`config.mk`:
```
export PLATFORM = sky130hd
export DESIGN_NAME = event_rate_monitor_flat
export DESIGN_NICKNAME = d
export VERILOG_FILES = /design/src/rtl/event_rate_monitor_if.sv /design/src/rtl/event_rate_monitor.sv /design/src/flat_wrapper.sv
export SDC_FILE = /design/constraint.sdc
export NUM_CORES = 1
export LEC_CHECK = 0
export ABC_CLOCK_PERIOD_IN_PS = 7400
export CORE_MARGIN = 5
export CORE_UTILIZATION = 23
export CTS_CLUSTER_DIAMETER = 120
export DETAILED_ROUTE_END_ITERATION = 8
export HOLD_SLACK_MARGIN = 0.06
export PLACE_DENSITY = 0.48
export SYNTH_ARGS = -nofsm -noshare
export SYNTH_HDL_FRONTEND = slang
export SYNTH_SLANG_ARGS = --single-unit
```
`constraint.sdc`:
```
create_clock -name clk -period 7.4 [get_ports clk]
set_clock_uncertainty 0.2 [all_clocks]
set_input_delay 1.11 -clock clk [delete_from_list [all_inputs] [get_ports clk]]
set_output_delay 1.11 -clock clk [all_outputs]
set_load 0.05 [all_outputs]
```
`src/rtl/event_rate_monitor_if.sv`:
```
// Bundle of control, event and snapshot signals for event_rate_monitor.
// master drives windows and events; slave is the monitor itself.
interface event_rate_monitor_if #(
    parameter int NCH = 4,
    parameter int CW  = 32,
    parameter int WW  = 16
);
    logic                enable;
    logic                clear;
    logic [WW-1:0]       win_len;
    logic [CW-1:0]       thresh;
    logic [NCH-1:0]      ev;
    logic                busy;
    logic [WW-1:0]       win_count;
    logic                snap_valid;
    logic [NCH*CW-1:0]   snap_count;
    logic [NCH-1:0]      over;
    logic [NCH-1:0]      sat;

    modport master (
        output enable, clear, win_len, thresh, ev,
        input  busy, win_count, snap_valid, snap_count, over, sat
    );

    modport slave (
        input  enable, clear, win_len, thresh, ev,
        output busy, win_count, snap_valid, snap_count, over, sat
    );
endinterface

```
`src/rtl/event_rate_monitor.sv`:
```
// Per-channel windowed event counter with saturation, threshold flags and
// a snapshot of each completed window.
module event_rate_monitor #(
    parameter int NCH = 4,
    parameter int CW  = 32,
    parameter int WW  = 16
) (
    input  logic                  clk,
    input  logic                  reset_l,
    event_rate_monitor_if.slave   bus
);
    typedef enum logic [0:0] {IDLE = 1'b0, RUN = 1'b1} state_t;

    localparam logic [CW-1:0] C_MAX = {CW{1'b1}};
    localparam logic [CW-1:0] C_ONE = {{(CW-1){1'b0}}, 1'b1};
    localparam logic [WW-1:0] W_ONE = {{(WW-1){1'b0}}, 1'b1};

    state_t                  state_r, state_s;
    logic [WW-1:0]           len_r, len_s, wcnt_r, wcnt_s;
    logic [NCH-1:0][CW-1:0]  cnt_r, cnt_s, upd_s, snap_r, snap_s;
    logic [NCH-1:0]          csat_r, csat_s, usat_s;
    logic [NCH-1:0]          over_r, over_s, sat_r, sat_s;
    logic                    sv_r, sv_s;
    logic                    last_s, start_s;

    // Saturating per-channel increment including this cycle's events
    always_comb begin
        for (int i = 0; i < NCH; i++) begin
            if (bus.ev[i] && (cnt_r[i] != C_MAX)) begin
                upd_s[i] = cnt_r[i] + C_ONE;
            end else begin
                upd_s[i] = cnt_r[i];
            end
            usat_s[i] = csat_r[i] | (upd_s[i] == C_MAX);
        end
    end

    assign last_s  = (state_r == RUN) && (wcnt_r == (len_r - W_ONE));
    assign start_s = bus.enable && (bus.win_len != {WW{1'b0}});

    // Next-state, window bookkeeping and snapshot capture
    always_comb begin
        state_s = state_r;
        len_s   = len_r;
        wcnt_s  = wcnt_r;
        cnt_s   = cnt_r;
        csat_s  = csat_r;
        snap_s  = snap_r;
        over_s  = over_r;
        sat_s   = sat_r;
        sv_s    = 1'b0;
        if (bus.clear) begin
            state_s = IDLE;
            len_s   = {WW{1'b0}};
            wcnt_s  = {WW{1'b0}};
            cnt_s   = '0;
            csat_s  = {NCH{1'b0}};
            snap_s  = '0;
            over_s  = {NCH{1'b0}};
            sat_s   = {NCH{1'b0}};
        end else begin
            case (state_r)
                IDLE: begin
                    wcnt_s = {WW{1'b0}};
                    cnt_s  = '0;
                    csat_s = {NCH{1'b0}};
                    if (start_s) begin
                        state_s = RUN;
                        len_s   = bus.win_len;
                    end else begin
                        state_s = IDLE;
                    end
                end
                RUN: begin
                    if (last_s) begin
                        snap_s = upd_s;
                        sat_s  = usat_s;
                        for (int i = 0; i < NCH; i++) begin
                            over_s[i] = (upd_s[i] >= bus.thresh);
                        end
                        sv_s   = 1'b1;
                        wcnt_s = {WW{1'b0}};
                        cnt_s  = '0;
                        csat_s = {NCH{1'b0}};
                        if (start_s) begin
                            state_s = RUN;
                            len_s   = bus.win_len;
                        end else begin
                            state_s = IDLE;
                        end
                    end else if (!bus.enable) begin
                        // Abort: partial counts are dropped, snapshot untouched
                        state_s = IDLE;
                        wcnt_s  = {WW{1'b0}};
                        cnt_s   = '0;
                        csat_s  = {NCH{1'b0}};
                    end else begin
                        wcnt_s = wcnt_r + W_ONE;
                        cnt_s  = upd_s;
                        csat_s = usat_s;
                    end
                end
                default: begin
                    state_s = IDLE;
                    wcnt_s  = {WW{1'b0}};
                    cnt_s   = '0;
                    csat_s  = {NCH{1'b0}};
                end
            endcase
        end
    end

    // State and output registers
    always_ff @(posedge clk or negedge reset_l) begin
        if (!reset_l) begin
            state_r <= IDLE;
            len_r   <= {WW{1'b0}};
            wcnt_r  <= {WW{1'b0}};
            cnt_r   <= '0;
            csat_r  <= {NCH{1'b0}};
            snap_r  <= '0;
            over_r  <= {NCH{1'b0}};
            sat_r   <= {NCH{1'b0}};
            sv_r    <= 1'b0;
        end else begin
            state_r <= state_s;
            len_r   <= len_s;
            wcnt_r  <= wcnt_s;
            cnt_r   <= cnt_s;
            csat_r  <= csat_s;
            snap_r  <= snap_s;
            over_r  <= over_s;
            sat_r   <= sat_s;
            sv_r    <= sv_s;
        end
    end

    assign bus.busy       = (state_r == RUN);
    assign bus.win_count  = wcnt_r;
    assign bus.snap_valid = sv_r;
    assign bus.snap_count = snap_r;
    assign bus.over       = over_r;
    assign bus.sat        = sat_r;
endmodule

```
`src/flat_wrapper.sv`:
```
// flat-port wrapper written by rule: the top's interface ports become plain ports
module event_rate_monitor_flat 
#(
    parameter int NCH = 4,
    parameter int CW  = 32,
    parameter int WW  = 16
)
  (clk, reset_l, bus_enable, bus_clear, bus_win_len, bus_thresh, bus_ev, bus_busy, bus_win_count, bus_snap_valid, bus_snap_count, bus_over, bus_sat);
  event_rate_monitor_if #(.NCH(NCH), .CW(CW), .WW(WW)) bus_i ();
  input  logic clk;
  input  logic reset_l;
  input wire logic [$bits(bus_i.enable)-1:0] bus_enable;
  input wire logic [$bits(bus_i.clear)-1:0] bus_clear;
  input wire logic [$bits(bus_i.win_len)-1:0] bus_win_len;
  input wire logic [$bits(bus_i.thresh)-1:0] bus_thresh;
  input wire logic [$bits(bus_i.ev)-1:0] bus_ev;
  output wire logic [$bits(bus_i.busy)-1:0] bus_busy;
  output wire logic [$bits(bus_i.win_count)-1:0] bus_win_count;
  output wire logic [$bits(bus_i.snap_valid)-1:0] bus_snap_valid;
  output wire logic [$bits(bus_i.snap_count)-1:0] bus_snap_count;
  output wire logic [$bits(bus_i.over)-1:0] bus_over;
  output wire logic [$bits(bus_i.sat)-1:0] bus_sat;
  assign bus_i.enable = bus_enable;
  assign bus_i.clear = bus_clear;
  assign bus_i.win_len = bus_win_len;
  assign bus_i.thresh = bus_thresh;
  assign bus_i.ev = bus_ev;
  assign bus_busy = bus_i.busy;
  assign bus_win_count = bus_i.win_count;
  assign bus_snap_valid = bus_i.snap_valid;
  assign bus_snap_count = bus_i.snap_count;
  assign bus_over = bus_i.over;
  assign bus_sat = bus_i.sat;
  event_rate_monitor #(.NCH(NCH), .CW(CW), .WW(WW)) u_core (.clk(clk), .reset_l(reset_l), .bus(bus_i));
endmodule
```
Yosys cells after proc, flatten, opt, wreduce, memory -nomap -nowiden
Index checks and enable logic that the tools add are counted.
{"block": "totals", "ff_bits": 302}
{"block": "classes", "addsub": 6, "n_lt_le_gt_ge": 4, "eq_ne": 10, "mux": 37, "n_bitwise": 5, "n_reduce_logical": 10}
{"op": "two-way mux 128 bit", "count": 6}
{"op": "one-hot mux 128 bit (2 select lines)", "count": 1}
{"op": "adder 32 x 1 -> 32 bit (second input constant)", "count": 4}
{"op": "equality test 32 bit (second input constant)", "count": 4}
{"op": ">= comparator 32 bit", "count": 4}
{"op": "two-way mux 32 bit", "count": 4}
{"op": "inequality test 32 bit (second input constant)", "count": 4}
{"op": "two-way mux 16 bit", "count": 6}
{"op": "one-hot mux 16 bit (2 select lines)", "count": 2}
{"op": "two-way mux 4 bit", "count": 9}
{"op": "adder 16 x 1 -> 16 bit (second input constant)", "count": 1}
{"op": "equality test 16 bit", "count": 1}
{"op": "nonzero test 16 bit", "count": 1}
{"op": "subtractor 16 x 1 -> 16 bit (second input constant)", "count": 1}
{"op": "one-hot mux 4 bit (2 select lines)", "count": 1}
{"op": "two-way mux 1 bit", "count": 7}
{"op": "logical AND 1 bit", "count": 6}
{"op": "bitwise OR 1 bit", "count": 4}
{"op": "nonzero test 2 bit", "count": 2}
{"op": "inequality test 3 bit (second input constant)", "count": 1}
{"op": "one-hot mux 1 bit (2 select lines)", "count": 1}
{"op": "AND reduction 2 bit", "count": 1}
{"op": "NOT 1 bit", "count": 1}

Logic depth before layout (Yosys ltp)
Gate-level depths: netlist of the first run.
{"block": "depth", "word_depth": 9, "depth_mapped": 19}

Least setup slack after synthesis of the first run
No wires, ideal clock.
{"block": "synth_path", "kind": "in2reg", "from": "in bus_ev[2]", "to": "reg u_core.over_r[2] (netlist: u_core.bus.over[2])", "arrival_ns": 3.653, "path_slack_ns": 3.425, "cell_stages": 15, "cell_sequence": "nand3_1 -> or4_1 -> a211o_1 -> nor4_1 -> xnor2_1 -> inv_1 -> ha_1 -> a21o_1 -> a21o_1 -> a21oi_1 -> o21ai_0 -> a31oi_1 -> o21ai_0 -> a21oi_1 -> o2bb2ai_1"}
{"block": "synth_between", "elab_chain_cells": 6}
{"item": "from (decl)", "line_no": "flat_wrapper.sv:16", "text": "input wire logic [$bits(bus_i.ev)-1:0] bus_ev;"}
{"item": "logical AND 1 bit", "line_no": "event_rate_monitor.sv:29", "text": "if (bus.ev[i] && (cnt_r[i] != C_MAX)) begin"}
{"item": "two-way mux 32 bit", "line_no": "event_rate_monitor.sv:29"}
{"item": ">= comparator 32 bit", "line_no": "event_rate_monitor.sv:79", "text": "over_s[i] = (upd_s[i] >= bus.thresh);"}
{"item": "two-way mux 4 bit", "line_no": "event_rate_monitor.sv:75", "text": "if (last_s) begin"}
{"item": "two-way mux 4 bit", "line_no": "event_rate_monitor.sv:62", "text": "case (state_r)"}
{"item": "two-way mux 4 bit", "line_no": "event_rate_monitor.sv:52", "text": "if (bus.clear) begin"}
{"item": "to (signal assigned)", "line_no": "event_rate_monitor.sv:122", "text": "over_r <= {NCH{1'b0}};"}
{"item": "to (signal assigned)", "line_no": "event_rate_monitor.sv:132", "text": "over_r <= over_s;"}
{"item": "to (decl)", "line_no": "event_rate_monitor.sv:22", "text": "logic [NCH-1:0] over_r, over_s, sat_r, sat_s;"}
No other way between the ends. The select of a mux whose other input is x is not followed.
A chain may end at the register's enable or synchronous reset.

Worst setup path in the final report of the first run
{"block": "layout_path", "from": "reg u_core.len_r[0]", "to": "reg u_core.snap_r, in the netlist u_core.bus.snap_count[11]"}
{"block": "layout_between", "elab_chain_cells": 5}
{"item": "from (decl)", "line_no": "event_rate_monitor.sv:19", "text": "logic [WW-1:0] len_r, len_s, wcnt_r, wcnt_s;"}
{"item": "from (signal assigned)", "line_no": "event_rate_monitor.sv:117", "text": "len_r <= {WW{1'b0}};"}
{"item": "from (signal assigned)", "line_no": "event_rate_monitor.sv:127", "text": "len_r <= len_s;"}
{"item": "subtractor 16 x 1 -> 16 bit", "line_no": "event_rate_monitor.sv:38", "text": "assign last_s = (state_r == RUN) && (wcnt_r == (len_r - W_ONE));"}
{"item": "equality test 16 bit", "line_no": "event_rate_monitor.sv:38"}
{"item": "logical AND 1 bit", "line_no": "event_rate_monitor.sv:38"}
{"item": "nonzero test 2 bit (no source line)"}
{"item": "AND reduction 2 bit (no source line)"}
{"item": "to (signal assigned)", "line_no": "event_rate_monitor.sv:131", "text": "snap_r <= snap_s;"}
{"item": "to (decl)", "line_no": "event_rate_monitor.sv:20", "text": "logic [NCH-1:0][CW-1:0] cnt_r, cnt_s, upd_s, snap_r, snap_s;"}
No other way between the ends.

==> flow_metrics.env, run 1 <==
export IMPL_status="completed"
export IMPL_r2r_cells=11
export IMPL_start_util=0.231
export IMPL_cp_data_arrival_time_ps=5200
export IMPL_worstMarginPinSlew_ps=1210
export IMPL_async_flop_share=1.00
export IMPL_grt_use_total=0.157
export IMPL_die_h_um=289
export IMPL_cts_root_buf="clkbuf_16"
export IMPL_post_synth_top_area_cell="dfrtp_1"
export IMPL_fin_nets=2253
export IMPL_final_antenna_net_count=0
export IMPL_cts_tree="yes"
export IMPL_crit_top_cell="o21ai_0"
export IMPL_synth_seq_cells=302
export IMPL_gr_total_overflow=0
export IMPL_port_buffers=209
export IMPL_register_area_um2=7560
export IMPL_io_pins=210
export IMPL_num_vias=15600
export IMPL_clkLatencyLatePin_ps=590
export IMPL_fin_crit_sh=0.670
export IMPL_layout_drive_gt1_share=0.0482
export IMPL_ys_warn_count=0
export IMPL_syn_num_nets=2066
export IMPL_p_per_area_nw_per_um2=186
export IMPL_grt_pass1_wl_mm=100
export IMPL_reg2reg_from="u_core.len_r[0]"
export IMPL_ir_worst_vdd_mv=0.130
export IMPL_yosys_top_cells_area="dfrtp_1, ha_1, a22o_1"
export IMPL_whs_path_depth=2
export IMPL_crit_family="compound AO/OA/AOI/OAI gates"
export IMPL_fillCellCount=8135
export IMPL_rr_endpoint="u_core.bus.snap_count[11]"
export IMPL_synthTopCellsByCount="dfrtp_1, nor2_1, inv_1"
export IMPL_cp_num_buf_inv=2
export IMPL_max_slew_margin=0.191
export IMPL_post_route_util=0.292
export IMPL_multi_input_area_um2=9410
export IMPL_setup_viol=0
export IMPL_critPathKind="flip-flop to flip-flop"
export IMPL_synth_edf_count=0
export IMPL_chipWidth_um=289
export IMPL_postCtsSetupBuffers=0
export IMPL_antenna_found_initial=3
export IMPL_cts_inserted_buffers=40
export IMPL_place_congestion=0.884
export IMPL_syn_to_final_growth_pct=26.3
export IMPL_fin_crit_ps=4960
export IMPL_worstHoldEndpoint="u_core.csat_r[3]"
export IMPL_drv_cap=0
export IMPL_final_max_slew_viol_count=0
export IMPL_rows=102
export IMPL_synth_top_area_frac=0.422
export IMPL_path_cells="inv_1 -> ha_1 -> nor2b_1 -> a21oi_1 -> o21ai_0 -> o31ai_1 -> o21ai_0 -> or4_4 -> or3_1 -> clkinv_4 -> a22o_1"
export IMPL_drc=0
export IMPL_ctsLongestPathBuffers=3
export IMPL_grt_pass1_vias=15300
export IMPL_final_setup_tns_ps=0
export IMPL_synth_area_um2=17900
export IMPL_clock_sinks=302
export IMPL_vias_per_cell=4.99
export IMPL_cp_slowest_stage_delay_ps=970
export IMPL_path_clk_slew_ps=60
export IMPL_avgSynthCellArea_um2=9.54
export IMPL_leakage_nw=10.4
export IMPL_worstHoldStart="u_core.csat_r[3]"
export IMPL_die_area_um2=83500
export IMPL_dr_pass1_iters=5
export IMPL_start_kind="flip-flop"
export IMPL_synth_ff_type="dfrtp_1"
export IMPL_hpwl_mm=50.1
export IMPL_cts_hold_buffers=0
export IMPL_htree_levels=2
export IMPL_required_ps=7640
export IMPL_core_area_um2=77300
export IMPL_synth_distinct_cells=69
export IMPL_wirelength_mm=67.4
export IMPL_rsz0062_at_grt="no"
export IMPL_wire_per_inst_um=21.5
export IMPL_worstPathMaxFanout=125
export IMPL_slowest_stage="clkinv_4"
export IMPL_ys_seq_area_frac=0.422
export IMPL_hp_class="flip-flop to flip-flop"
export IMPL_cts_resized=0
export IMPL_drtIter0Drc=1209
export IMPL_grt_max_degree=126
export IMPL_netlist_instances=1876
export IMPL_fmax_mhz=202
export IMPL_hold_viol=0
export IMPL_r2r_slack_ps=2440
export IMPL_yosysMostFrequentCell="dfrtp_1"
export IMPL_cp_end_kind="flip-flop"
## final cells by class
class | instances | area share
flip-flops and latches | 302 | 0.334
clock buffers | 50 | 0.0495
well taps | 1040 | 0.0576
diodes | 3 | 0.000332
inverters | 162 | 0.0271
clock inverters | 24 | 0.0186
repair buffers | 219 | 0.0966
multi-input cells | 1338 | 0.416
## worst min-delay path, delay by kind of cell (launching register included)
family	cells	cell delay, ps
AO/OA/AOI/OAI	1	50
flip-flops	1	320
AND/OR/NAND/NOR	1	80
## state kept, by name (all words and copies together) (netlist names)
signal                 cells
u_core.len_r              16
u_core.bus.busy            1
u_core.cnt_r             128
u_core.bus.snap_valid      1
u_core.bus.win_count      16
u_core.bus.snap_count    128
u_core.csat_r              4
u_core.bus.sat             4
u_core.bus.over            4
## cell usage in the layout (no fill, tap or decap), types with 7 or more instances in the layout
cell type and instances:
o22ai_1 8, and4_1 33, o31ai_1 7, or3_1 14, nand3_1 67, clkdlybuf4s50_1 208, a31oi_1 20, nor2b_1 33
o21ai_0 44, a41oi_1 12, and2_1 15, nor3_1 34, a211oi_1 17, dfrtp_1 302, o2bb2ai_1 8, and3_1 29
o211ai_1 7, nand2_1 94, a22o_1 140, ha_1 134, nor4_1 41, a21o_1 44, inv_1 161, a21oi_1 51
mux2i_1 16, buf_4 9, bufinv_16 10, xor2_1 40, clkbuf_16 41, nand4_1 71, xnor2_1 69, nor2_1 191
or4_1 8, o31a_1 8
## worst max-delay path by stage
| stage | startpoint | to | slack [ps] | cells after the start |
|---|---|---|---|---|
| floorplan | bus_ev[2] | u_core.bus.over[2] | 3420 | 15 |
| finish | u_core.len_r[0] | u_core.bus.snap_count[11] | 2440 | 11 |
| CTS | u_core.len_r[0] | u_core.bus.snap_count[63] | 2360 | 11 |
| global route | u_core.len_r[0] | u_core.bus.snap_count[7] | 2130 | 11 |
| detailed placement | bus_ev[0] | u_core.bus.over[0] | 2210 | 13 |
| global placement | bus_ev[0] | u_core.bus.over[0] | 2280 | 13 |
## metrics by stage
step | hold WS, ps | cell area [um2] | total power, mW | setup slack, ps | cells
after floorplan | 249 | 17900 | 1.82 | 3420 | 1876
after global placement | 273 | 21100 | 1.95 | 2280 | 3061
after detailed placement | 283 | 21100 | 1.96 | 2210 | 3061
after CTS | 299 | 22600 | 4.26 | 2360 | 3135
after global routing | 313 | 22600 | 4.35 | 2130 | 3136
final | 291 | 22600 | 4.20 | 2440 | 3138
## cells by family (layout without fill, tap and decap cells)
group / after synthesis / count (layout) / synth area share
AND/OR/NAND/NOR: 668 / 668 / 0.196
AO/OA/AOI/OAI: 411 / 411 / 0.172
flip-flops: 302 / 302 / 0.422
buffers and inverters: 236 / 455 / 0.0533
adder cells (fa/ha/maj): 134 / 134 / 0.0937
XOR/XNOR: 109 / 109 / 0.0533
multiplexers: 16 / 16 / 0.00895
other: 0 / 3 / 0
## report_power, final
group / internal (mW) / leakage (nW) / switching, mW / total [mW]
Sequential: 1.66 / 4.21 / 0.0126 / 1.67
Combinational: 0.0828 / 5.45 / 0.175 / 0.258
Clock: 1.44 / 0.741 / 0.838 / 2.27
Total: 3.18 / 10.4 / 1.03 / 4.20
## per-layer routing
layer,wire length [um],vias up,GRT usage
li1,-,7275,-
met1,31300,7710,0.226
met2,29300,543,0.236
met5,13,-,0
met3,4140,113,0.0259
met4,2580,2,0.0559
No activity file was read; power rests on OpenSTA's default activity.
==> run 2, diff against run 1 <==
--- a/config.mk
+++ b/config.mk
@@ -5,7 +5,7 @@
 export SDC_FILE = /design/constraint.sdc
 export NUM_CORES = 1
 export LEC_CHECK = 0
-export ABC_CLOCK_PERIOD_IN_PS = 7400
+export ABC_CLOCK_PERIOD_IN_PS = 4900
 export CORE_MARGIN = 5
 export CORE_UTILIZATION = 23
 export CTS_CLUSTER_DIAMETER = 120
==> constraint.sdc (replaced) <==
create_clock -name clk -period 4.9 [get_ports clk]
set_clock_uncertainty 0.2 [all_clocks]
set_input_delay 0.735 -clock clk [delete_from_list [all_inputs] [get_ports clk]]
set_output_delay 0.735 -clock clk [all_outputs]
set_load 0.05 [all_outputs]
==> run 2 against run 1 <==
Sequential share of layout area is 0.26 points lower. Sequential power is 51% higher. Highest routed layer is now met4. Maximum frequency is 16% higher. Clock-buffer cell count is 3 lower. Die area stayed put. Critical path depth is 4 higher. Global-route usage hardly changed. Utilization is 0.23 points higher. Flip-flop and latch count stayed put. Via count is 0.73% higher. Cell count is 0.96% higher. Setup slack worse by 1800 ps.
==> flow_metrics.env, run 2 (synthesis results as in run 1) <==
export IMPL_status="completed"
export IMPL_multi_input_area_um2=9410
export IMPL_wirelength_mm=67.9
export IMPL_core_area_um2=77300
export IMPL_leakage_nw=10.5
export IMPL_grt_use_total=0.157
export IMPL_hpwl_mm=51.0
export IMPL_critPathKind="flip-flop to flip-flop"
export IMPL_r2r_cells=15
export IMPL_fin_nets=2293
export IMPL_reg2reg_from="u_core.cnt_r[32]"
export IMPL_vias_per_cell=4.97
export IMPL_path_cells="ha_1 -> and4_1 -> nand4_1 -> buf_4 -> o31ai_1 -> mux2i_1 -> inv_1 -> ha_1 -> a21o_1 -> a21o_1 -> a211oi_1 -> o21ai_0 -> a211o_1 -> a21oi_1 -> o2bb2ai_1"
export IMPL_io_pins=210
export IMPL_clkLatencyLatePin_ps=590
export IMPL_num_vias=15800
export IMPL_htree_levels=2
export IMPL_rr_endpoint="u_core.bus.over[1]"
export IMPL_hold_slack_ps=283
export IMPL_drtIter0Drc=1366
export IMPL_final_max_slew_viol_count=0
export IMPL_final_antenna_net_count=0
export IMPL_grt_max_degree=132
export IMPL_cp_data_arrival_time_ps=4550
export IMPL_whs_path_depth=2
export IMPL_port_buffers=209
export IMPL_fin_crit_sh=0.874
export IMPL_rsz0062_at_grt="no"
export IMPL_place_congestion=0.884
export IMPL_wire_per_inst_um=21.4
export IMPL_drc=0
export IMPL_dr_wl_met3_mm=4.38
export IMPL_power_switching_mw=1.51
export IMPL_crit_start="u_core.cnt_r[32]"
export IMPL_cp_slowest_stage_delay_ps=640
export IMPL_cts_resized=0
export IMPL_fmax_mhz=234
export IMPL_layout_common_cells="dfrtp_1, clkdlybuf4s50_1, nor2_1, inv_1, a22o_1"
export IMPL_wl_met2_mm=29.8
export IMPL_dr_pass1_iters=5
export IMPL_antenna_found_initial=1
export IMPL_endpoint="u_core.bus.over[1]"
export IMPL_dp_cells=3100
export IMPL_drv_cap=0
export IMPL_cts_inserted_buffers=40
export IMPL_grt_pass1_wl_mm=100
export IMPL_cp_end_kind="flip-flop"
export IMPL_clock_sinks=302
export IMPL_cell_internal_pwr_mw=4.49
export IMPL_cts_root_buf="clkbuf_16"
export IMPL_fillCellCount=8138
export IMPL_ctsLongestPathBuffers=3
export IMPL_worstMarginPinSlew_ps=1210
export IMPL_final_common_cell="dfrtp_1"
export IMPL_start_kind="flip-flop"
export IMPL_final_setup_tns_ps=0
export IMPL_register_area_um2=7560
export IMPL_ir_worst_vdd_mv=0.205
export IMPL_hold_viol=0
export IMPL_die_area_um2=83500
export IMPL_hp_class="flip-flop to flip-flop"
export IMPL_start_util=0.231
export IMPL_switching_share=0.251
export IMPL_cts_tree="yes"
export IMPL_die_h_um=289
export IMPL_syn_to_final_growth_pct=27.3
export IMPL_rows=102
export IMPL_setup_viol=0
export IMPL_post_route_util=0.295
export IMPL_gr_total_overflow=0
export IMPL_routed_top_layer="met4"
export IMPL_chipWidth_um=289
export IMPL_slowest_stage="o31ai_1"
export IMPL_layout_drive_gt1_share=0.0621
export IMPL_finalNonFillerCells=3168
export IMPL_r2r_slack_ps=620
export IMPL_grt_pass1_vias=15700
export IMPL_clkPwrFrac=0.512
export IMPL_comb_power_share=0.067
export IMPL_path_clk_slew_ps=70
export IMPL_fin_crit_ps=4280
export IMPL_m1WireLength_mm=31.2
export IMPL_worstPathMaxFanout=12
export IMPL_p_per_area_nw_per_um2=263
export IMPL_seq_power_share=0.421
export IMPL_max_slew_margin=0.191
export IMPL_required_ps=5170
run 2: changes by cell type in the layout (fill, tap and decap cells not counted), moves of 2 or more:
| cell | change |
|---|---|
| buf_4 | +34 |
| buf_12 | +5 |
| bufinv_16 | -5 |
| clkbuf_8 | -2 |
| clkinvlp_4 | -2 |
| inv_16 | -2 |
run 2: cell type report:
class,instances,share of cell area
inverter,162,0.0269
antenna,2,0.000220
tap,1040,0.0571
timing repair buffer,259,0.112
clock inverter,18,0.0117
sequential,302,0.332
multi-input combinational,1338,0.413
clock buffer,47,0.0478
run 2: what timing repair did:
item / 4_1_cts / 5_1_grt
hold buffers: 1 / 0
hold endpoints to repair: 27 / 0
buffers inserted: 0 / 0
run 2: worst min path at each step:
| stage | start | to | slack [ps] |
|---|---|---|---|
| global placement | u_core.csat_r[3] | u_core.csat_r[3] | 270 |
| global route | u_core.bus.snap_count[63] | u_core.bus.snap_count[63] | 310 |
| CTS | u_core.csat_r[3] | u_core.csat_r[3] | 290 |
| floorplan | reset_l | u_core.bus.busy | 240 |
| finish | u_core.csat_r[3] | u_core.csat_r[3] | 280 |
| detailed placement | u_core.csat_r[3] | u_core.csat_r[3] | 270 |
run 2: metal layers:
metal  GRT usage  vias up
met2       0.238      562
met4      0.0558        0
met3      0.0303      126
met1       0.222     7738
li1            -     7331
met5           0        -
run 2: power by group through the flow:
stage	logic (mW)	clock network [mW]	registers, mW
detailed placement	0.401	0	2.57
floorplan	0.185	0	2.57
global route	0.439	3.25	2.53
finish	0.399	3.07	2.53
CTS	0.403	3.18	2.52
global placement	0.391	0	2.57
run 2: worst max-delay path, delay by kind of cell, from the launching register on:
kind,cells,cell delay (ps)
buffers and inverters,2,310
AND/OR/NAND/NOR,2,470
AO/OA/AOI/OAI,8,1890
flip-flops,1,440
multiplexers,1,340
adder cells (fa/ha/maj),2,500
run 2: metrics by stage:
step                area, um2  total power [mW]  setup WS, ps
floorplan               17900              2.75          1060
global placement        21400              2.96           260
detailed placement      21400              2.97           207
CTS                     22800              6.10           629
global route            22800              6.21           336
finish                  22800              6.00           619
==> edit 1: new RTL, config.mk and constraints of run 2 <==
`WW` is set to 16 in 3 places; all go to 15.
--- a/src/rtl/event_rate_monitor_if.sv
+++ b/src/rtl/event_rate_monitor_if.sv
@@ -3,7 +3,7 @@
 interface event_rate_monitor_if #(
     parameter int NCH = 4,
     parameter int CW  = 32,
-    parameter int WW  = 16
+    parameter int WW  = 15
 );
     logic                enable;
     logic                clear;
--- a/src/rtl/event_rate_monitor.sv
+++ b/src/rtl/event_rate_monitor.sv
@@ -3,7 +3,7 @@
 module event_rate_monitor #(
     parameter int NCH = 4,
     parameter int CW  = 32,
-    parameter int WW  = 16
+    parameter int WW  = 15
 ) (
     input  logic                  clk,
     input  logic                  reset_l,
--- a/src/flat_wrapper.sv
+++ b/src/flat_wrapper.sv
@@ -3,7 +3,7 @@
 #(
     parameter int NCH = 4,
     parameter int CW  = 32,
-    parameter int WW  = 16
+    parameter int WW  = 15
 )
   (clk, reset_l, bus_enable, bus_clear, bus_win_len, bus_thresh, bus_ev, bus_busy, bus_win_count, bus_snap_valid, bus_snap_count, bus_over, bus_sat);
   event_rate_monitor_if #(.NCH(NCH), .CW(CW), .WW(WW)) bus_i ();
Ports: changed (resized bus_win_count and bus_win_len); port bits go from 210 to 208. The function was not compared with the original's and may differ.
==> edit 1 against run 2 <==
  * Hold slack lost 240 ps
  * Sequential cell count fell by 2
  * Utilization is 0.18 points higher
  * Die area fell by 2.0%
  * Design area decreased by 1.5%
  * Total power increased by 0.34%
  * Worst setup slack worse by 310 ps
  * Count of clock-buffer cells in the layout up 8
  * Wire length decreased by 7.1%
  * Synthesized area decreased by 2.1%
  * Clock power grew 3%
==> edit 1: results (changes against run 2) <==
r2r_end: "u_core.bus.over[2]$_DFFE_PN0P_"  # was u_core.bus.over[1]$_DFFE_PN0P_
grt_first_pass_wirelength_mm: 95.9  # was 100 mm
reg2regPathDepth: 16  # was 15
cts_setup_buffers: 0  # unchanged
clock_insertion_delay_worst_skew_ps: 580
ff2ff_setup_slack_ps: 310  # was 620 ps
crit_arrival_ps: 4830  # was 4550 ps
layout-drive-gt1-share: 0.0704  # was 0.0621
yosysSeqAreaShare: 0.428  # was 0.422
overall_fraction_of_global_route_tracks_in_use: 0.150  # was 0.157
post_layout_nonfiller_instances: 3211  # was 3168
port_buffers: 207  # was 209
tightest_slew_ps: 829  # was 1210 ps
postSynthNetCount: 2144  # was 2066
number_of_filler_cells_placed_in_the_layout: 7910  # was 8138
placement.cell_area_mm2: 0.0210  # was 0.0214 mm2
synthArstFlopShare: 1.00  # unchanged
synth_cell_types: 74  # was 69
kind_of_cell_with_the_highest_combined_delay_on_the_critical_path: "compound AO/OA/AOI/OAI gates"  # unchanged
cts_h_tree_lvls: 2  # unchanged
yosys-top-cells-count: "dfrtp_1 (300), nor2_1 (242), nand2_1 (210)"  # was dfrtp_1 (302), nor2_1 (192), inv_1 (161)
vdd_ir_drop_max_mv: 0.207  # was 0.205 mV
antenna_violations_before_repair: 3  # was 1
gp_congestion: 0.918  # was 0.884
ctsRootBufferMaster: "clkbuf_16"  # unchanged
timing.rr.start: "u_core.cnt_r[84]$_DFF_PN0_"  # was u_core.cnt_r[32]$_DFF_PN0_
tritoncts.num_buffers: 40  # unchanged
synth_top_cells_by_area: "dfrtp_1 (43%), ha_1 (9.6%), nor2_1 (5.2%), nand2_1 (4.5%), o21ai_0 (4.3%)"  # was dfrtp_1 (42%), ha_1 (9.4%), a22o_1 (6.9%), nor2_1 (4.0%), inv_1 (3.4%)
post_cts.resized_instances: 0  # unchanged
clk_pin_slew_ps: 60
max-clock-path-buffers: 3  # unchanged
drt-initial-drc-count: 820  # was 1366
run_status: "completed"  # unchanged
critical_path.max_fanout: 10  # was 12
hold_path.class: "input port to asynchronous set/reset pin"  # was flop to flop
grt_max_degree: 137  # was 132
grt_pass1_vias: 15600  # was 15700
p_leak_nw: 10.5  # about the same
worst_path_largest_cell_delay_ps: 550  # was 640 ps
cp_slowest_cell: "nor4_1"  # was o31ai_1
dr.pass1.iters: 5  # unchanged
average_wire_length_per_cell_after_detail_routing_um: 19.6  # was 21.4 um
mapped_cells: 1955  # was 1876
preCtsSetupSlack_ps: 317  # was 207 ps
nets: 2388  # was 2293
yosysWarningCount: 0  # unchanged
vias_post_dr: 15100  # was 15800
dp_cells: 3135  # was 3100
dp.final_hpwl_mm: 48.1  # was 51.0 mm
postSynth.topFlopCell: "dfrtp_1"  # unchanged
[edit 1: cell types whose count changed in the layout (fill, tap and decap cells not counted), moves of 11 or more]
| cell | change |
|---|---|
| a22o_1 | -139 |
| xor2_1 | +25 |
| o21ai_1 | +36 |
| o21ai_0 | +106 |
| nor2b_1 | -14 |
| a211oi_1 | -11 |
| and4_1 | -17 |
| inv_1 | +12 |
| nand2_1 | +116 |
| nand2b_1 | +11 |
| nor2_1 | +51 |
| a21o_1 | -18 |
[edit 1: through the flow]
stage / total power [W] / hold slack [ps]
5_1_grt: 0.00625 / 108
3_3_place_gp: 0.00291 / 268
3_5_place_dp: 0.00292 / 274
2_1_floorplan: 0.00273 / 239
4_1_cts: 0.00613 / 63.1
6_report: 0.00602 / 42.2
[edit 1: cell type report]
| cell class | count | area, um2 | area share |
|---|---|---|---|
| diodes | 2 | 5.00 | 0.000223 |
| clock buffers | 55 | 1140 | 0.0507 |
| clock inverters | 19 | 280 | 0.0125 |
| inverters | 173 | 649 | 0.0289 |
| multi-input cells | 1421 | 9070 | 0.404 |
| flip-flops and latches | 300 | 7510 | 0.335 |
| well taps | 978 | 1220 | 0.0545 |
| repair buffers | 263 | 2560 | 0.114 |
[edit 1: worst max-delay path by stage]
stage | slack [ps] | depth (start not counted) | to | from
finish | 310 | 16 | u_core.bus.over[2]$_DFFE_PN0P_ | u_core.cnt_r[84]$_DFF_PN0_
global route | 40 | 15 | u_core.bus.over[2]$_DFFE_PN0P_ | u_core.cnt_r[84]$_DFF_PN0_
CTS | 340 | 16 | u_core.bus.over[2]$_DFFE_PN0P_ | u_core.cnt_r[84]$_DFF_PN0_
detailed placement | 320 | 16 | u_core.bus.over[2]$_DFFE_PN0P_ | bus_ev[2]
global placement | 280 | 16 | u_core.bus.over[2]$_DFFE_PN0P_ | u_core.cnt_r[84]$_DFF_PN0_
floorplan | 1040 | 17 | u_core.bus.over[3]$_DFFE_PN0P_ | u_core.cnt_r[96]$_DFF_PN0_
[edit 1: cell families after synthesis]
logic type               synth area share
multiplexers                       0.0155
XOR/XNOR                           0.0713
AND/OR/NAND/NOR                     0.227
flip-flops                          0.428
AO/OA/AOI/OAI                       0.107
adder cells (fa/ha/maj)            0.0957
buffers and inverters              0.0553
[edit 1: report_power, final]
part / leakage [nW] / total [W] / switching, W / internal [W]
registers: 4.18 / 0.00250 / 0.0000146 / 0.00249
logic: 5.60 / 0.000366 / 0.000237 / 0.000129
clock network: 0.692 / 0.00315 / 0.00119 / 0.00196
total: 10.5 / 0.00602 / 0.00144 / 0.00457
[edit 1: per-layer routing]
metal,wire (um),vias up,global-route usage
met1,27500,7364,0.191
met2,28200,407,0.240
met4,2450,2,0.0547
li1,-,7227,-
met5,13,-,0
met3,4820,127,0.0467
==> edit 2: new RTL, config.mk and constraints of run 2 <==
Without the edit above. Make the reset (`reset_l`) synchronous in one clocked block.
--- a/src/rtl/event_rate_monitor.sv
+++ b/src/rtl/event_rate_monitor.sv
@@ -111,7 +111,7 @@
     end
 
     // State and output registers
-    always_ff @(posedge clk or negedge reset_l) begin
+    always_ff @(posedge clk) begin
         if (!reset_l) begin
             state_r <= IDLE;
             len_r   <= {WW{1'b0}};
Check against the original RTL: not equivalent (a bounded check fails within 4 cycles, from zero or initial values and one cycle with reset_l low; the reset may be asserted at any time).
==> edit 2 against run 2 <==
  * Wire length shrank 1.5%
  * Clock power shrank 8.5%
  * Design area shrank 4.9%
  * Total power shrank 7.2%
  * Sequential share of layout area shrank 5.3 points
  * Sequential cell count is the same
  * Critical endpoint is now u_core.bus.over[0]$_SDFFE_PP0P_
  * Synthesized area shrank 4.6%
  * First-iteration DRC count shrank 19%
  * Worst setup slack lost 22 ps
  * Hold slack lost 33 ps
  * Synthesized cell count grew 13%
==> edit 2: results (changes against run 2) <==
yosysWarningCount: 0  # unchanged
clock_insertion_delay_worst_skew_ps: 570  # was 590 ps
cts_setup_buffers: 0  # unchanged
gp_congestion: 0.906  # was 0.884
route.detailed.drc: 0  # unchanged
synthArstFlopShare: 0  # was 1.00
antenna_violations_before_repair: 1  # unchanged
gr_layer_usage_met3: 0.0456  # was 0.0303
tightest_slew_ps: 1010  # was 1210 ps
run_status: "completed"  # unchanged
post_cts.resized_instances: 0  # unchanged
hold_path.class: "flop to flop"  # unchanged
tritoncts.num_buffers: 39  # was 40
postSynthNetCount: 2310  # was 2066
synth_xor_xnor_area_share: 0.0569  # was 0.0533
drt-initial-drc-count: 1111  # was 1366
synth_top_cells_by_area: "dfxtp_1 (35%), ha_1 (9.8%), nand2_1 (7.4%), a21oi_1 (6.3%), and2_1 (4.0%)"  # was dfrtp_1 (42%), ha_1 (9.4%), a22o_1 (6.9%), nor2_1 (4.0%), inv_1 (3.4%)
overall_fraction_of_global_route_tracks_in_use: 0.163  # was 0.157
cts_h_tree_lvls: 2  # unchanged
port_buffers: 209  # unchanged
post_synth_fa_ha_maj_area_fraction: 0.0982  # was 0.0937
cp_slowest_cell: "or4_1"  # was o31ai_1
synth_cell_types: 73  # was 69
grt_util_met1: 0.217  # was 0.222
antennaDiodeCount: 0  # was 2
ctsRootBufferMaster: "clkbuf_16"  # unchanged
nets: 2531  # was 2293
average_wire_length_per_cell_after_detail_routing_um: 20.0  # was 21.4 um
yosys-top-cells-count: "nand2_1 (336), dfxtp_1 (302), a21oi_1 (214)"  # was dfrtp_1 (302), nor2_1 (192), inv_1 (161)
synth_compound_area_frac: 0.152  # was 0.172
vias_post_dr: 16300  # was 15800
grt_max_degree: 136  # was 132
yosysSeqAreaShare: 0.354  # was 0.422
number_of_filler_cells_placed_in_the_layout: 7915  # was 8138
kind_of_cell_with_the_highest_combined_delay_on_the_critical_path: "simple AND/OR/NAND/NOR gates"  # was compound AO/OA/AOI/OAI gates
power.internal_w: 0.00425  # was 0.00449 W
grt_util_met2: 0.259  # was 0.238
grt_first_pass_wirelength_mm: 100  # about the same
reg2regPathDepth: 15  # unchanged
clk_pin_slew_ps: 60
postSynth.topFlopCell: "dfxtp_1"  # was dfrtp_1
worst_path_largest_cell_delay_ps: 610  # was 640 ps
max-clock-path-buffers: 3  # unchanged
critical_path.max_fanout: 7  # was 12
p_leak_nw: 8.29  # was 10.5 nW
vdd_ir_drop_max_mv: 0.214  # was 0.205 mV
synth.mux.area_fraction: 0.00557  # was 0.00895
holdPathStages: 2  # unchanged
layout-drive-gt1-share: 0.0693  # was 0.0621
preCtsSetupSlack_ps: 175  # was 207 ps
dp.final_hpwl_mm: 51.6  # was 51.0 mm
dr.pass1.iters: 5  # unchanged
-- edit 2: layout make-up --
| class | instances | area share |
|---|---|---|
| multi-input combinational | 1650 | 0.476 |
| sequential | 302 | 0.279 |
| timing repair buffer | 264 | 0.117 |
| tap | 969 | 0.0559 |
| clock buffer | 59 | 0.0537 |
| inverter | 84 | 0.0145 |
| clock inverter | 7 | 0.00317 |
-- edit 2: worst min-delay path, cell delays in order, from the launching register on --
cell	delay (ps)
dfxtp_1	300
nand2_1	50
a21oi_1	50
-- edit 2: final timing paths --
kind                                                 from                                 endpoint  slack, ps
setup / recovery              u_core.cnt_r[15]$_SDFF_PP0_          u_core.bus.over[0]$_SDFFE_PP0P_        600
hold / removal    u_core.bus.snap_count[113]$_SDFFE_PP0P_  u_core.bus.snap_count[113]$_SDFFE_PP0P_        250
setup reg to reg              u_core.cnt_r[15]$_SDFF_PP0_          u_core.bus.over[0]$_SDFFE_PP0P_        600
hold reg to reg   u_core.bus.snap_count[113]$_SDFFE_PP0P_  u_core.bus.snap_count[113]$_SDFFE_PP0P_        250
-- edit 2: kinds of logic (layout without fill, tap and decap cells) --
group | count (synthesis) | in the layout
and+or+nand+nor | 969 | 969
muxes | 9 | 9
buffers and inverters | 168 | 414
DFF | 302 | 302
adders and majority gates | 134 | 134
xor gates and xnor gates | 111 | 111
AOI/OAI and AO/OA | 427 | 427
-- edit 2: per-stage QoR --
step / hold WS (ps) / total power, W / util / cell area (um2) / std cells
2_1_floorplan: 225 / 0.00267 / - / 17100 / 2120
3_3_place_gp: 235 / 0.00280 / 0.276 / 20400 / 3269
3_5_place_dp: 244 / 0.00281 / 0.276 / 20400 / 3269
4_1_cts: 251 / 0.00566 / 0.293 / 21700 / 3335
5_1_grt: 266 / 0.00579 / 0.293 / 21700 / 3335
6_report: 250 / 0.00556 / 0.293 / 21700 / 3335
-- edit 2: per-layer routing --
metal,part of all wire,routed length (um),up-vias
met4,0.029,1960,2
met5,0.00030,20,-
met3,0.075,4990,91
met2,0.44,29500,433
li1,-,-,7959
met1,0.45,30400,7781
-- edit 2: power groups by stage --
stage                     Sequential (W)  Combinational [W]  Clock, W
after floorplan                  0.00252           0.000153         0
after global placement           0.00252           0.000280         0
after detailed placement         0.00252           0.000287         0
after CTS                        0.00247           0.000288   0.00291
after global routing             0.00247           0.000313   0.00301
final                            0.00247           0.000287   0.00281
